### src/rtl/smg_scan_decoder.sv
// smg_scan_decoder
//
// Receive-side decoder for a multiplexed 3-digit 7-segment bus. The bus is
// sampled and each digit is accepted only after it has held the same pattern
// for STABLE_CYCLES consecutive samples. Accepted digits are decoded to BCD
// and staged. A complete frame is one digit in each of the three positions,
// accepted in any order. When a frame completes it is published on Number_Sig.
//
// Ports
//   CLK           in   1   system clock, rising edge
//   RSTn          in   1   synchronous reset, active-low
//   SMG_Data      in   8   segment lines, active-low; [7]=DP, [6:0]=G..A
//   Scan_Sig      in   3   digit selects, active-low one-hot
//                          110=ones, 101=tens, 011=hundreds, 111=blank
//   Number_Sig    out  12  last complete frame {hundreds, tens, ones} BCD
//   Number_Valid  out  1   one-cycle pulse when Number_Sig is updated
//   Code_Err      out  1   one-cycle pulse on an accepted illegal pattern
//
// Frame FSM
//   state    | meaning
//   COLLECT  | gathering digits; mask marks positions captured so far
//   PUBLISH  | one cycle: copy staging to Number_Sig, pulse Number_Valid

module smg_scan_decoder #(
  parameter int STABLE_CYCLES = 16
) (
  input  logic        CLK,
  input  logic        RSTn,
  input  logic [7:0]  SMG_Data,
  input  logic [2:0]  Scan_Sig,
  output logic [11:0] Number_Sig,
  output logic        Number_Valid,
  output logic        Code_Err
);

  localparam int CW = $clog2(STABLE_CYCLES + 1);
  localparam logic [CW-1:0] CNT_MAX  = CW'(STABLE_CYCLES);
  localparam logic [CW-1:0] CNT_FIRE = CW'(STABLE_CYCLES - 2);

  localparam logic [2:0] SCAN_ONES  = 3'b110;
  localparam logic [2:0] SCAN_TENS  = 3'b101;
  localparam logic [2:0] SCAN_HUND  = 3'b011;
  localparam logic [2:0] SCAN_BLANK = 3'b111;

  // Sample layout: {SMG_Data[7:0], Scan_Sig[2:0]}
  localparam logic [10:0] SAMPLE_IDLE = {8'hFF, 3'b111};

  typedef enum logic {
    COLLECT = 1'b0,
    PUBLISH = 1'b1
  } state_t;

  // ------------------------------------------------------------------
  // Input sample / previous sample
  // ------------------------------------------------------------------
  logic [10:0] s_q, s_d;
  logic [10:0] p_q, p_d;

  assign s_d = {SMG_Data, Scan_Sig};
  assign p_d = s_q;

  always_ff @(posedge CLK) begin
    if (!RSTn) begin
      s_q <= SAMPLE_IDLE;
      p_q <= SAMPLE_IDLE;
    end else begin
      s_q <= s_d;
      p_q <= p_d;
    end
  end

  // ------------------------------------------------------------------
  // Stability counter and acceptance event
  // ------------------------------------------------------------------
  logic [CW-1:0] cnt_q, cnt_d;
  logic          same;
  logic          acc_q, acc_d;
  logic [9:0]    acc_pat_q, acc_pat_d;   // {SMG_Data[6:0], Scan_Sig}; DP dropped

  assign same = (s_q == p_q);

  always_comb begin
    cnt_d = cnt_q;
    if (!same) begin
      cnt_d = '0;
    end else if (cnt_q != CNT_MAX) begin
      cnt_d = cnt_q + 1'b1;
    end
  end

  // The event fires only on the S-2 -> S-1 step, so a held pattern is
  // accepted once even though the counter keeps running up to saturation.
  // The pattern is latched with the event because the pins (and s_q) may
  // already carry the next digit by the time it is processed.
  assign acc_d     = same && (cnt_q == CNT_FIRE);
  assign acc_pat_d = s_q[9:0];

  always_ff @(posedge CLK) begin
    if (!RSTn) begin
      cnt_q     <= '0;
      acc_q     <= 1'b0;
      acc_pat_q <= SAMPLE_IDLE[9:0];
    end else begin
      cnt_q     <= cnt_d;
      acc_q     <= acc_d;
      acc_pat_q <= acc_pat_d;
    end
  end

  // ------------------------------------------------------------------
  // Segment decode (active-low, G..A)
  // ------------------------------------------------------------------
  function automatic logic [4:0] seg_decode(input logic [6:0] seg);
    // returns {legal, bcd[3:0]}
    logic [4:0] r;
    case (seg)
      7'h40:   r = {1'b1, 4'd0};
      7'h79:   r = {1'b1, 4'd1};
      7'h24:   r = {1'b1, 4'd2};
      7'h30:   r = {1'b1, 4'd3};
      7'h19:   r = {1'b1, 4'd4};
      7'h12:   r = {1'b1, 4'd5};
      7'h02:   r = {1'b1, 4'd6};
      7'h78:   r = {1'b1, 4'd7};
      7'h00:   r = {1'b1, 4'd8};
      7'h10:   r = {1'b1, 4'd9};
      default: r = {1'b0, 4'd0};
    endcase
    return r;
  endfunction

  logic [2:0] acc_scan;
  logic [4:0] dec;
  logic       dec_ok;
  logic [3:0] dec_bcd;

  assign acc_scan = acc_pat_q[2:0];
  assign dec      = seg_decode(acc_pat_q[9:3]);
  assign dec_ok   = dec[4];
  assign dec_bcd  = dec[3:0];

  // ------------------------------------------------------------------
  // Frame FSM
  // ------------------------------------------------------------------
  state_t      state_q, state_d;
  logic [2:0]  mask_q, mask_d;
  logic [11:0] stage_q, stage_d;
  logic [11:0] number_q, number_d;
  logic        valid_q, valid_d;
  logic        err_q, err_d;

  always_comb begin
    state_d  = state_q;
    mask_d   = mask_q;
    stage_d  = stage_q;
    number_d = number_q;
    valid_d  = 1'b0;
    err_d    = 1'b0;

    case (state_q)
      COLLECT: begin
        if (acc_q) begin
          if (acc_scan == SCAN_BLANK) begin
            // blank period between digits: nothing to do
          end else if (!dec_ok ||
                       !(acc_scan == SCAN_ONES ||
                         acc_scan == SCAN_TENS ||
                         acc_scan == SCAN_HUND)) begin
            // illegal code or select: drop the partial frame, keep staging
            err_d  = 1'b1;
            mask_d = 3'b000;
          end else begin
            case (acc_scan)
              SCAN_ONES: begin
                stage_d[3:0] = dec_bcd;
                mask_d[0]    = 1'b1;
              end
              SCAN_TENS: begin
                stage_d[7:4] = dec_bcd;
                mask_d[1]    = 1'b1;
              end
              default: begin
                stage_d[11:8] = dec_bcd;
                mask_d[2]     = 1'b1;
              end
            endcase
            if (mask_d == 3'b111) begin
              state_d = PUBLISH;
            end
          end
        end
      end

      PUBLISH: begin
        number_d = stage_q;
        valid_d  = 1'b1;
        mask_d   = 3'b000;
        state_d  = COLLECT;
      end

      default: begin
        state_d = COLLECT;
        mask_d  = 3'b000;
      end
    endcase
  end

  always_ff @(posedge CLK) begin
    if (!RSTn) begin
      state_q  <= COLLECT;
      mask_q   <= 3'b000;
      stage_q  <= 12'h000;
      number_q <= 12'h000;
      valid_q  <= 1'b0;
      err_q    <= 1'b0;
    end else begin
      state_q  <= state_d;
      mask_q   <= mask_d;
      stage_q  <= stage_d;
      number_q <= number_d;
      valid_q  <= valid_d;
      err_q    <= err_d;
    end
  end

  assign Number_Sig   = number_q;
  assign Number_Valid = valid_q;
  assign Code_Err     = err_q;

endmodule
### config.mk
export PLATFORM = sky130hd
export DESIGN_NAME = smg_scan_decoder
export DESIGN_NICKNAME = d
export VERILOG_FILES = /design/src/rtl/smg_scan_decoder.sv
export SDC_FILE = /design/constraint.sdc
export NUM_CORES = 1
export LEC_CHECK = 0
export ABC_AREA = 1
export CAP_MARGIN = 20
export CORE_MARGIN = 5
export CORE_UTILIZATION = 43
export DETAILED_ROUTE_END_ITERATION = 16
export GPL_TIMING_DRIVEN = 1
export SLEW_MARGIN = 20
export SYNTH_ARGS = -nofsm -noshare
export SYNTH_HDL_FRONTEND = slang
export SYNTH_SLANG_ARGS = --single-unit
### constraint.sdc
create_clock -name CLK -period 3.2 [get_ports CLK]
set_clock_uncertainty 0.2 [all_clocks]
set_input_delay 0.64 -clock CLK [delete_from_list [all_inputs] [get_ports CLK]]
set_output_delay 0.64 -clock CLK [all_outputs]
set_load 0.02 [all_outputs]
==> flow_summary.ini, run 1 <==
[outcome]
run_status = completed

[routing]
totalWireLength_mm = 4.39
antenna_left = 0
dr_total_vias = 1914
via_per_inst = 4.60
drt_iter0_drc = 87
drtPass1Iterations = 4
wl_per_cell_um = 10.6
post-route-drc-count = 0

[hold_path]
hp-class = flip-flop to flip-flop

[floorplanning]
dieHeight_um = 84.1
start_util = 0.435
die_area_um2 = 7080
io_pins = 27
rows = 27
die_w_um = 84.1
core-area_um2 = 5440

[placed_design]
dp.cells = 400
dp_hpwl_mm = 3.18
portBuffers = 26
gp_congestion = 0.833

[clock_tree]
clk_latency_ns = 0.33
hold_buffers = 0
cts_tree = built
cts_resized = 0
clkSinkCount = 58
clk_pin_slew_ns = 0.06
post-cts-setup-buffer-count = 0
clockBufferDepth = 2
numCtsBuffers = 9
htreeDepth = 3
cts_root_buf = clkbuf_8

[timing]
worst_slew_pin_slew_ns = 0.609
rsz0062_at_grt = false
fin_crit_ns = 2.11
fin_tns_setup_ns = 0
period_share = 0.660
hold_viol_final = 0
relSlewSlack = 0.590
setup_viol = 0
finalMaxSlewViolations = 0
max_freq_mhz = 473

[synthesis]
synth_seq_area_share = 0.491
synthesis.area_um2 = 2360
synth.distinct_cells = 28
synthesis.nets = 323
avgSynthCellArea_um2 = 7.70
yosysWarnings = 0
ys_ff_latch = 58
syn-instance-count = 307

[power_and_ir_drop]
combPwrFrac = 0.048
p_switching_mw = 0.312
p_seq_frac = 0.524
pwr-share-clk = 0.428
power_density_nw_per_um2 = 495
p_int_mw = 1.11
swShare = 0.219
irDropWorstVdd_mv = 0.286
p_leak_nw = 1.33

[cells_and_area]
final_net_count = 355
fillers = 569
areaGrowthSynthToFinish_pct = 21.8
layout-drive-gt1-share = 0.137
stdcell_count = 416
diodes = 0

[worst_setup_path]
required_ns = 3.25
critPathCaptureType = flip-flop
cp-start-kind = primary input
cp.arrival_ns = 2.16
crit_type = primary input to flip-flop
path_max_fanout = 18

[global_route]
grt_pass1_vias = 1794
grt_usage = 0.135
antenna_found_initial = 0
grt_pass1_wl_mm = 7.60
grt_max_degree = 23
grt_overflow = 0

[flow_run]
drv_cap = 0
## per-stage QoR
| step | utilization | power, mW | worst slack, ns | hold slack [ns] | instance area, um^2 |
|---|---|---|---|---|---|
| floorplan | - | 0.806 | 1.56 | 0.204 | 2360 |
| global placement | 0.496 | 0.832 | 0.744 | 0.226 | 2700 |
| detailed placement | 0.496 | 0.832 | 0.697 | 0.225 | 2700 |
| CTS | 0.529 | 1.45 | 1.07 | 0.239 | 2880 |
| global route | 0.529 | 1.48 | 0.896 | 0.277 | 2880 |
| finish | 0.529 | 1.42 | 1.09 | 0.237 | 2880 |
## area by class of cell
class                      instances  area [um^2]  area share
clock inverter                     2         10.0     0.00348
inverter                          37          139      0.0483
timing repair buffer              28          275      0.0957
sequential                        58         1160       0.403
clock buffer                      14          173      0.0600
multi-input combinational        205         1030       0.358
tap                               72         90.1      0.0313
## logic make-up (layout without fill, tap and decap cells)
logic type	count (synthesis)	count (layout)	synth area share
adders and majority gates	3	3	0.0159
buffers and inverters	44	81	0.0731
xor gates and xnor gates	5	5	0.0185
DFF	58	58	0.491
and+or+nand+nor	166	166	0.328
AOI/OAI and AO/OA	31	31	0.0736
## routing by layer
layer	wire length [um]	track usage
met1	1990	0.152
met4	119	0.0965
met2	2050	0.219
met3	233	0.0393
met5	0	0
## power by group through the flow
stage / clock network [mW] / registers [mW] / logic (mW)
6_report: 0.609 / 0.747 / 0.0680
5_1_grt: 0.652 / 0.748 / 0.0771
4_1_cts: 0.630 / 0.747 / 0.0694
3_5_place_dp: 0 / 0.763 / 0.0693
3_3_place_gp: 0 / 0.762 / 0.0691
2_1_floorplan: 0 / 0.758 / 0.0474
## worst max-delay path, stage by stage
cell	delay, ns
clkdlybuf4s50_1	0.47
inv_1	0.19
a21oi_1	0.18
o221ai_1	0.12
nor3_1	0.14
nand3_1	0.23
nor3_1	0.19
## sequential cells by signal, summed over array words and instances, names as in the netlist
signal and cells:
Code_Err 1, Number_Sig 12, Number_Valid 1, acc_q 1
cnt_q 5, mask_q 3, p_d 11, p_q 11
stage_q 12, state_q 1
## worst paths after layout
path                              from    endpoint  slack [ns]  cells after the start
worst max register to register  p_q[8]  stage_q[9]        1.33                      9
worst min-delay path            p_d[8]      p_q[8]        0.24                      2
worst max-delay path              RSTn    cnt_q[2]        1.09                      7
worst min register to register  p_d[8]      p_q[8]        0.24                      2
## cells in the mapped netlist, drive strengths merged
cell	count	area (um^2)
xor2	5	43.8
nand2	76	295
or2	18	113
nand4	6	73.8
dfxtp	58	1160
o21bai	1	7.51
o221ai	1	8.76
ha	3	37.5
o21ai	16	80.1
a21boi	1	11.3
nor3	6	40.0
inv	37	139
nor4	3	18.8
nand3	10	50.1
buf	4	22.5
o22ai	5	31.3
nor2	47	184
a21oi	7	35.0
clkbuf	3	11.3
## placed cells by master, fill, tap and decap left out, drive strengths merged, types with 2 or more instances in the layout
cell and instances:
clkinv 2, o22ai 5, or2 18, nor2 47, buf 2, nand2 76
inv 37, nand3 10, clkbuf 14, nor4 3, xor2 5, clkdlybuf4s50 26
o21ai 16, ha 3, dfxtp 58, nor3 6, nand4 6, a21oi 7
No activity file was read; power rests on OpenSTA's default activity.
==> run 2, diff against run 1 <==
==> constraint.sdc (replaced) <==
create_clock -name CLK -period 2.1 [get_ports CLK]
set_clock_uncertainty 0.2 [all_clocks]
set_input_delay 0.42 -clock CLK [delete_from_list [all_inputs] [get_ports CLK]]
set_output_delay 0.42 -clock CLK [all_outputs]
set_load 0.02 [all_outputs]
==> run 2 against run 1 <==
Routed wire length is 1.8% lower. Cell area is 0.26% lower. Critical endpoint is now Number_Sig[7]. Sequential share of layout area is 0.11 points higher. Total power is 46% higher. Highest routed layer unchanged. Final cell count is 0.24% higher.
==> flow_summary.ini, run 2 (synthesis gave the netlist of run 1 again) <==
[outcome]
run_status = completed

[global_route]
grt_pass1_vias = 1758
grt_pass1_wl_mm = 7.53
antenna_found_initial = 0
grt_overflow = 0
grt_usage = 0.134
grt_max_degree = 23

[cells_and_area]
final_cell_mix = 74 x nand2_1, 58 x dfxtp_1, 44 x nor2_1, 35 x inv_1, 26 x clkdlybuf4s50_1
diodes = 0
final_net_count = 358
post-route-util = 0.528
fillers = 521
mostFrequentLayoutCell = nand2_1
areaGrowthSynthToFinish_pct = 21.4
layout-drive-gt1-share = 0.133
stdcell_count = 417

[placed_design]
dp_hpwl_mm = 3.19
dp.cells = 403
gp_congestion = 0.816
portBuffers = 26

[timing]
max_freq_mhz = 534
fin_crit_ns = 1.87
setup_viol = 0
holdWs_ns = 0.240
hold_viol_final = 0
rsz0062_at_grt = false
fin_tns_setup_ns = 0
worst_slew_pin_slew_ns = 0.638
relSlewSlack = 0.570
period_share = 0.892
finalMaxSlewViolations = 0

[routing]
via_per_inst = 4.56
routed-wl-met2_mm = 1.95
dr.max_layer_used = met4
post-route-drc-count = 0
totalWireLength_mm = 4.32
wl_met1_mm = 2.03
antenna_left = 0
drtPass1Iterations = 4
wl_met3_um = 242
dr_total_vias = 1900
drt_iter0_drc = 44
wl_per_cell_um = 10.3

[worst_setup_path]
critPathBufInv = 1
startpoint = Number_Sig[7]
critPathCaptureType = output pin
crit_type = flip-flop to output pin
path_max_fanout = 2
cp.arrival_ns = 1.25
cp_slowest_cell = clkdlybuf4s50_1
cp-start-kind = flip-flop
r2r_cells = 10
path_cells = clkdlybuf4s50_1
required_ns = 1.48
crit-reg2reg-launch = p_q[8]
path_delay_family = buffers and inverters
cp.depth = 1
max_stage_delay_ns = 0.60

[clock_tree]
clk_latency_ns = 0.33
post-cts-setup-buffer-count = 0
clkSinkCount = 58
numCtsBuffers = 9
clockBufferDepth = 2
cts_tree = built
cts_resized = 0
clk_pin_slew_ns = 0.06
htreeDepth = 3
hold_buffers = 0
cts_root_buf = clkbuf_8

[power_and_ir_drop]
p_leak_nw = 1.33
power_density_nw_per_um2 = 724
p_total_mw = 2.08
irDropWorstVdd_mv = 0.370

[floorplanning]
die_area_um2 = 7080
die_w_um = 84.1
start_util = 0.435
io_pins = 27
dieHeight_um = 84.1
core-area_um2 = 5440
rows = 27

[hold_path]
hold_start = p_d[8]
holdPathStages = 2
hp-class = flip-flop to flip-flop

[flow_run]
drv_cap = 0
[run 2: cell count changes in the layout (fill, tap and decap cells not counted)]
cell,previous run,this run
buf_4,2,5
clkbuf_1,2,4
clkinv_2,2,0
clkbuf_8,12,10
[run 2: path summary, 6_finish.rpt]
kind                                 endpoint  slack, ns
worst max-delay path            Number_Sig[7]       0.23
worst min-delay path                   p_q[8]       0.24
worst max register to register    stage_q[10]       0.27
worst min register to register         p_q[8]       0.24
[run 2: power by group]
group | internal (mW) | switching [mW] | leakage (nW) | total [mW]
sequential | 1.12 | 0.0169 | 0.472 | 1.14
combinational | 0.0547 | 0.0540 | 0.780 | 0.109
clock | 0.449 | 0.382 | 0.0766 | 0.831
total | 1.62 | 0.453 | 1.33 | 2.08
[run 2: area by class of cell]
cell class | instances | area, um^2 | share of cell area
well taps | 72 | 90.1 | 0.0314
multi-input cells | 205 | 1030 | 0.359
repair buffers | 31 | 298 | 0.104
inverters | 37 | 139 | 0.0484
clock buffers | 14 | 153 | 0.0532
flip-flops and latches | 58 | 1160 | 0.405
[run 2: through the flow]
step           cell area, um^2  setup WS (ns)
6_report                  2870          0.226
5_1_grt                   2870         0.0692
4_1_cts                   2870          0.202
3_5_place_dp              2720         0.0443
3_3_place_gp              2720         0.0574
2_1_floorplan             2360          0.504
[run 2: routing by layer]
metal  up-vias  GRT usage
li1       1030          -
met1       822      0.151
met2        39      0.224
met3         9     0.0353
met4         0     0.0833
met5         -          0
